File: src/rtl/pc_gen_pkg.sv
// Shared constants and FSM encoding for the IF-stage program-counter generator.
package pc_gen_pkg;

  localparam int unsigned INST_ADDR_W = 32;
  localparam logic [INST_ADDR_W-1:0] PC_RESET_VECTOR_DEF = 32'h0000_0000;

  localparam int unsigned PC_STEP_32 = 4;
  localparam int unsigned PC_STEP_16 = 2;

  typedef enum logic [1:0] {
    PC_IDLE = 2'd0,
    PC_RUN  = 2'd1,
    PC_HOLD = 2'd2
  } pc_state_e;

endpackage : pc_gen_pkg

File: src/rtl/pc_gen_align_chk.sv
// Redirect-target alignment check: word alignment, or halfword alignment with compressed support.
module pc_align_chk #(
  parameter int unsigned XLEN  = 32,
  parameter bit          C_EXT = 1'b0
) (
  input  logic [XLEN-1:0] target_i,
  output logic            misalign_c_o
);

  logic unused_hi_c;

  assign misalign_c_o = target_i[0] | (!C_EXT & target_i[1]);
  assign unused_hi_c  = ^target_i[XLEN-1:2];

endmodule : pc_align_chk

File: src/rtl/pc_gen.sv
// Fetch-address generator: sequential stepping, buffered branch redirect, trap redirect
// and rejection of misaligned redirect targets.
module pc_gen
  import pc_gen_pkg::*;
#(
  parameter int unsigned     XLEN         = INST_ADDR_W,
  parameter logic [XLEN-1:0] RESET_VECTOR = XLEN'(PC_RESET_VECTOR_DEF),
  parameter int unsigned     STALL_W      = 6,
  parameter bit              C_EXT        = 1'b0
) (
  input  logic               clk,
  input  logic               rst_n,
  input  logic [STALL_W-1:0] stall,
  input  logic               br_valid,
  input  logic [XLEN-1:0]    br_target,
  input  logic               trap_valid,
  input  logic [XLEN-1:0]    trap_target,
  input  logic               if_ready,
  input  logic               inst_len16,
  output logic [XLEN-1:0]    pc,
  output logic               ce,
  output logic               misalign_exc,
  output logic [XLEN-1:0]    misalign_addr
);

  pc_state_e       state_q, state_d;
  logic [XLEN-1:0] pc_q, pc_d;
  logic            ce_q, ce_d;
  logic            pend_valid_q, pend_valid_d;
  logic [XLEN-1:0] pend_target_q, pend_target_d;
  logic            exc_q, exc_d;
  logic [XLEN-1:0] addr_q, addr_d;

  logic            adv_c;
  logic            hold_c;
  logic            br_mis_c;
  logic            trap_mis_c;
  logic [XLEN-1:0] step_c;
  logic            unused_stall_c;

  pc_align_chk #(.XLEN(XLEN), .C_EXT(C_EXT)) u_br_chk (
    .target_i     (br_target),
    .misalign_c_o (br_mis_c)
  );

  pc_align_chk #(.XLEN(XLEN), .C_EXT(C_EXT)) u_trap_chk (
    .target_i     (trap_target),
    .misalign_c_o (trap_mis_c)
  );

  // Only the PC-stage stall bit matters; the rest of the vector is carried for bus uniformity.
  assign unused_stall_c = ^stall;

  assign adv_c  = ce_q & ~stall[0] & if_ready;
  assign hold_c = (state_q == PC_HOLD) && pend_valid_q;
  assign step_c = (C_EXT && inst_len16) ? XLEN'(PC_STEP_16) : XLEN'(PC_STEP_32);

  always_ff @(posedge clk or negedge rst_n) begin
    if (!rst_n) begin
      state_q       <= PC_IDLE;
      pc_q          <= RESET_VECTOR;
      ce_q          <= 1'b0;
      pend_valid_q  <= 1'b0;
      pend_target_q <= '0;
      exc_q         <= 1'b0;
      addr_q        <= '0;
    end else begin
      state_q       <= state_d;
      pc_q          <= pc_d;
      ce_q          <= ce_d;
      pend_valid_q  <= pend_valid_d;
      pend_target_q <= pend_target_d;
      exc_q         <= exc_d;
      addr_q        <= addr_d;
    end
  end

  // Redirect priority: trap, then branch, then pending branch, then sequential step.
  always_comb begin
    state_d       = state_q;
    pc_d          = pc_q;
    ce_d          = ce_q;
    pend_valid_d  = pend_valid_q;
    pend_target_d = pend_target_q;
    exc_d         = 1'b0;
    addr_d        = addr_q;

    case (state_q)
      PC_IDLE: begin
        state_d = PC_RUN;
        ce_d    = 1'b1;
      end
      PC_RUN, PC_HOLD: begin
        if (trap_valid) begin
          if (trap_mis_c) begin
            exc_d  = 1'b1;
            addr_d = trap_target;
          end else begin
            pc_d         = trap_target;
            pend_valid_d = 1'b0;
            state_d      = PC_RUN;
          end
        end else if (br_valid) begin
          if (br_mis_c) begin
            exc_d  = 1'b1;
            addr_d = br_target;
          end else if (adv_c) begin
            pc_d         = br_target;
            pend_valid_d = 1'b0;
            state_d      = PC_RUN;
          end else begin
            pend_target_d = br_target;
            pend_valid_d  = 1'b1;
            state_d       = PC_HOLD;
          end
        end else if (adv_c) begin
          if (hold_c) begin
            pc_d         = pend_target_q;
            pend_valid_d = 1'b0;
            state_d      = PC_RUN;
          end else begin
            pc_d = pc_q + step_c;
          end
        end
      end
      default: begin
        state_d = PC_IDLE;
      end
    endcase
  end

  assign pc            = pc_q;
  assign ce            = ce_q;
  assign misalign_exc  = exc_q;
  assign misalign_addr = addr_q;

endmodule : pc_gen
File: config.mk
export PLATFORM = sky130hd
export DESIGN_NAME = pc_gen
export DESIGN_NICKNAME = d
export VERILOG_FILES = /design/src/rtl/pc_gen_pkg.sv /design/src/rtl/pc_gen_align_chk.sv /design/src/rtl/pc_gen.sv
export SDC_FILE = /design/constraint.sdc
export NUM_CORES = 1
export LEC_CHECK = 0
export ABC_AREA = 0
export BUFFER_PORTS_ARGS = -buffer_cell sky130_fd_sc_hd__buf_2
export CORE_UTILIZATION = 48
export CTS_CLUSTER_DIAMETER = 60
export CTS_CLUSTER_SIZE = 24
export DETAILED_ROUTE_END_ITERATION = 16
export HOLD_SLACK_MARGIN = 0.15
export PLACE_DENSITY = 0.89
export REMOVE_ABC_BUFFERS = 1
export SLEW_MARGIN = 10
export SYNTH_ARGS = -nofsm -noshare
export SYNTH_HDL_FRONTEND = slang
export SYNTH_SLANG_ARGS = --single-unit
File: constraint.sdc
create_clock -name clk -period 1.8 [get_ports clk]
set_clock_uncertainty 0.15 [all_clocks]
set_input_delay 0.18 -clock clk [delete_from_list [all_inputs] [get_ports clk]]
set_output_delay 0.18 -clock clk [all_outputs]
set_load 0.01 [all_outputs]
Word-level counts from Yosys, hierarchy flattened
Index checks and enable logic that the tools add are counted.
- register bits after elaboration: 101
- output and inout port bits: 66
- word-level logic and storage cells: 69
- $add $sub $neg: 1
- eq/ne operators: 9
- mux-type cells: 31
- bitwise operators: 8
- reductions and logical operators: 13
- operator list (kind ; count):
    32-bit 2-to-1 mux ; 11
    32-bit by 3-bit adder with 32-bit output, second input constant ; 1
    5-bit AND reduction ; 3
    2-bit 2-to-1 mux ; 7
    1-bit 2-to-1 mux ; 12
    4-bit inequality test, second input constant ; 3
    3-bit nonzero test ; 3
    4-bit AND reduction ; 2
    3-bit inequality test, second input constant ; 2
    1-bit NOT ; 4
    2-bit one-hot mux with 2 select lines ; 1
    2-bit nonzero test ; 2
    1-bit AND ; 2
    2-bit by 1-bit equality test with 1-bit output, second input constant ; 1
    2-bit equality test, second input constant ; 1
    2-bit logical NOT ; 1
    2-bit by 1-bit inequality test with 1-bit output, second input constant ; 1
    2-bit inequality test, second input constant ; 1
    1-bit OR ; 2
    2-bit OR reduction ; 1
    1-bit logical AND ; 1

Longest topological paths before layout
- word-level depth: 8
- depth in mapped cells: 8
- mapped depth without buffers: 7

By module
Synthesis repeated with hierarchy kept, for this count alone.
- cell total of the unflattened synthesis: 591
- area total of the unflattened synthesis: 5617.9 µm²
- by module, submodules not included (module ; times used ; cells each ; area an instance (µm²) ; seq. area each (µm²)):
    pc_gen ; 1 ; 589 ; 5605.4 ; 2527.4
    pc_align_chk ; 2 ; 1 ; 6.3 ; 0.0

Worst setup path after synthesis
OpenSTA, ideal clock, no wires.
- path kind: register to register
- from: register pc_q[2] (netlist: pc[2])
- to: register pc_q[18] (netlist: pc[18])
- data arrival time: 1723 ps
- path slack: -196 ps
- stages on the path, launching flop included: 7
- clock period less this slack: 1996 ps
- path through: dfrtp_1 > ha_1 > nand4_2 > nor4_2 > a41oi_1 > a211oi_1 > nor2_1
- word-level cells in the longest chain between the ends: 5
- RTL lines (element ; RTL line ; source):
    from (decl) ; pc_gen.sv:27 ; logic [XLEN-1:0] pc_q, pc_d;
    from (signal assigned) ; pc_gen.sv:69 ; pc_q <= pc_d;
    32-bit by 3-bit adder with 32-bit output ; pc_gen.sv:122 ; pc_d = pc_q + step_c;
    32-bit 2-to-1 mux ; pc_gen.sv:117 ; if (hold_c) begin
    32-bit 2-to-1 mux ; pc_gen.sv:116 ; end else if (adv_c) begin
    32-bit 2-to-1 mux ; pc_gen.sv:103 ; end else if (br_valid) begin
    32-bit 2-to-1 mux ; pc_gen.sv:94 ; if (trap_valid) begin
No other way between the ends. The select of a mux whose other input is x is not followed.
A chain may end at the register's enable or synchronous reset.

Final worst setup path
- from: register ce_q (netlist: ce)
- to: register pend_target_q[19]
- word-level cells in the longest chain between the ends: 4
- RTL lines (element ; RTL line ; source):
    from (decl) ; pc_gen.sv:28 ; logic ce_q, ce_d;
    from (signal assigned) ; pc_gen.sv:62 ; ce_q <= 1'b0;
    from (signal assigned) ; pc_gen.sv:70 ; ce_q <= ce_d;
    1-bit AND (2 in a row) ; pc_gen.sv:54 ; assign adv_c = ce_q & ~stall[0] & if_ready;
    1-bit NOT (no source line) ; - ;
    5-bit AND reduction (no source line) ; - ;
    to (signal assigned) ; pc_gen.sv:72 ; pend_target_q <= pend_target_d;
    to (decl) ; pc_gen.sv:30 ; logic [XLEN-1:0] pend_target_q, pend_target_d;
No other way between the ends.

==> key figures <==
Min path
  • Worst hold start: trap_target[23]
  • Hold Crit Class: input pin to flop

Clock network
  • CTS H-tree depth: 3
  • CTS tree: yes
  • Clock sink count: 101
  • Clk Tree Root Cell: clkbuf_8
  • Num CTS Buffers: 9
  • CTS Buffer Depth: 2
  • Clock Pin Slew Worst Setup and Hold Paths: 90 ps
  • Worst skew pair latency: 380 ps

Die
  • Core Area: 10,500 µm²
  • Die Ht: roughly 110 µm
  • Initial core utilization: 50.2%
  • Die ar.: 11,400 µm²
  • I/O pins: 142
  • Row count: 37
  • Die Wd: 107 µm

Layout
  • Final std cells w/o fill: 921
  • Ant diodes: 0
  • Fillers: 639
  • Nets@finish: 861
  • Syn-to-layout area delta: 53.0%
  • Final instance area: 8030 µm²
  • Layout cells sized above 1: between 40 and 50%

Detailed routing
  • First-pass DRT Iterations: 5
  • Initial drt markers: 615
  • Post-route ant nets: 0
  • Overall routed net length: 20.3 mm
  • DR vias: roughly 5,800
  • DRC: 0
  • Vias/cell: about 6.3
  • DR WL/cell: about 22 µm

Synth
  • Seq/Total Area, Yosys: 48.2%
  • Cells after Synth: 509
  • EDFF count, synth: 0
  • Synthesized area per cell: 10.3 µm²
  • Synthesized flop and latch total: 101
  • Top FF cell, synth: dfrtp_1
  • Synth cell types: 60
  • Mapped Area: 5250 µm²
  • Asr flop ratio synth: 100%
  • Syn. warnings: 0

STA
  • WHS: between 150 and 200 ps
  • Pin slew with the least headroom to its limit: around 480 ps
  • Endpoints failing setup: 54
  • Pins over their slew limit: 0
  • Final period util: 110%
  • Worst setup slack after layout: -174 ps
  • Slew headroom: 67.7%
  • Tmin final: 1970 ps
  • Fin. Hold Viols: 0
  • RSZ-0062 raised after global routing: yes
  • Achievable Freq: 507 MHz

Power
  • Peak supply drop: roughly 0.73 mV
  • Leak: ~3.8 nW
  • Power per cell area: 1380 nW/µm²

Status
  • Status: finished, violations left
  • Violations in the final reports: negative setup slack

Global route
  • Pin count of the biggest net entering global routing: 50
  • Vias in the first global route: 5,846
  • Initial antenna violation count: 0
  • Wire length of the first global-routing pass: 28.8 mm
  • GRT Total Usage: 33.1%
  • Gr ovfl total: 0

Setup path
  • Cell count along the critical path: 5
  • Crit end category: flop
  • R2R cell count: 5
  • Critical path data arrival time: 2080 ps
  • Reg-to-reg startpoint: ce$_DFFE_PN0P_
  • Reg-to-reg slack, setup: -170 ps
  • Crit path launch: ce$_DFFE_PN0P_
  • Kind of critical path: flop to flop
  • Chain of cells forming the critical path: and3b_2 > nor3b_4 > nand3_4 > buf_6 > mux2_1
  • CP bufs+invs: 1
  • CP required: 1910 ps
  • Worst Setup Start Kind: flop
  • CP endpoint: pend_target_q[19]$_DFFE_PN0P_
  • Cell family with most CP delay: simple AND/OR/NAND/NOR gates
  • Endpoint of the lowest-slack register-to-register path: pend_target_q[19]$_DFFE_PN0P_
  • Slowest CP cell: dfrtp_1
  • Slowest cell delay on critical path: about 400 ps
  • CP Max Fanout: 9

Placement
  • Setup WS pre-CTS: -197 ps
  • Final HPWL DP: 11.6 mm
  • Placed Area: roughly 6700 µm²
  • Routability cong.: 0.873
  • Placed insts: 825
  • I/O Buffers: 135

Run
  • Max-Cap Viols: 0
## kinds of logic (layout without fill, tap and decap cells)
family | Yosys count | in the layout | synth area share [%]
compound gates | 154 | 154 | 20.5
xor+xnor | 15 | 15 | 2.50
fa+ha+maj | 4 | 4 | 0.954
buf+inv | 41 | 317 | 3.41
flops | 101 | 101 | 48.2
mux | 43 | 43 | 8.97
simple gates | 151 | 151 | 15.5
## Yosys cell counts (all sizes together), types with 2 or more instances
cell | number | area, µm²
dfrtp | 101 | 2530
nand2 | 68 | 260
o21ai | 43 | 215
mux2 | 32 | 360
nor2 | 23 | 98.8
a22oi | 21 | 158
buf | 18 | 92.6
nand3 | 17 | 105
a21oi | 16 | 87.6
a31oi | 16 | 100
clkbuf | 15 | 56.3
o211ai | 14 | 115
mux2i | 11 | 110
xor2 | 10 | 87.6
a22o | 9 | 78.8
a32o | 9 | 90.1
nand4 | 9 | 75.1
inv | 8 | 30.0
o22a | 8 | 70.1
nor3 | 6 | 35.0
and2 | 5 | 31.3
and3 | 5 | 31.3
nor4 | 5 | 67.6
xnor2 | 5 | 43.8
ha | 4 | 50.1
nor3b | 4 | 40.0
a211oi | 3 | 22.5
a31o | 2 | 17.5
a32oi | 2 | 17.5
a41oi | 2 | 17.5
and4 | 2 | 17.5
nor2b | 2 | 12.5
o221ai | 2 | 17.5
or2 | 2 | 12.5
## placed cells by master (no fill, tap or decap), types with 5 or more instances in the layout
cell type / count
nor2_1: 18
a22o_1: 9
xor2_1: 10
mux2_1: 11
a21oi_1: 12
a31oi_1: 16
inv_1: 5
o211ai_1: 12
mux2i_1: 10
buf_12: 11
mux2_4: 18
a32o_1: 9
o21ai_0: 17
buf_2: 134
clkbuf_8: 10
o22a_1: 8
nand3_1: 12
a22oi_1: 21
nand2_1: 62
nand2_2: 5
dlygate4sd3_1: 67
dfrtp_1: 99
buf_4: 73
buf_6: 6
o21ai_1: 25
nand4_1: 6
## how the worst min path moves through the flow
stage,end,depth (start not counted)
finish,pc[23]$_DFFE_PN0P_,4
global route,misalign_addr[23]$_DFFE_PN0P_,3
CTS,pend_target_q[7]$_DFFE_PN0P_,2
detailed placement,pend_target_q[8]$_DFFE_PN0P_,1
global placement,pc[8]$_DFFE_PN0P_,1
floorplan,ce$_DFFE_PN0P_,0
## registers in the layout, indices dropped and copies added (netlist names)
register       cells
state_q            2
pc                32
misalign_exc       1
misalign_addr     32
ce                 1
pend_target_q     32
pend_valid_q       1
## final cells by class
class | instances | area, µm² | area share, %
clock inverter | 4 | 72.6 | 0.904
tap | 136 | 170 | 2.12
timing repair buffer | 294 | 2250 | 28.1
sequential | 101 | 2530 | 31.5
multi-input combinational | 367 | 2830 | 35.3
inverter | 8 | 30.0 | 0.374
clock buffer | 11 | 141 | 1.76
## per-stage QoR
step	TNS (ps)	power [mW]	utilization (%)
floorplan	-41510	6.11	-
global placement	-622	8.22	63.7
detailed placement	-4550	8.48	63.7
CTS	-358	10.5	74.3
global route	-8100	11.5	76.7
finish	-5310	11.1	76.7
## routing by layer
| metal | GRT usage (%) | part of all wire (%) | up-vias |
|---|---|---|---|
| li1 | - | - | 2439 |
| met1 | 39.5 | 37 | 2806 |
| met2 | 56.3 | 48 | 416 |
| met3 | 6.50 | 9.3 | 111 |
| met4 | 18.1 | 5.5 | 0 |
| met5 | 0 | 0 | - |
## power breakdown
group,internal [mW],total [mW],switching (mW)
clock network,0.813,1.63,0.814
registers,3.31,4.13,0.824
logic,2.57,5.32,2.75
## timing repair
item | 4_1_cts | 5_1_grt
setup endpoints to repair | 62 | 65
pin swaps | 8 | 7
resized for setup | 40 | 36
setup buffers | 5 | 3
hold endpoints to repair | 189 | 23
hold buffers | 66 | 2
cloned | 2 | 3
## tightest hold or removal path: stages
cell and delay (ps):
buf_2 80, a22o_1 220, mux2i_2 100, o211ai_2 70
Power figures use the tool's default switching activity.
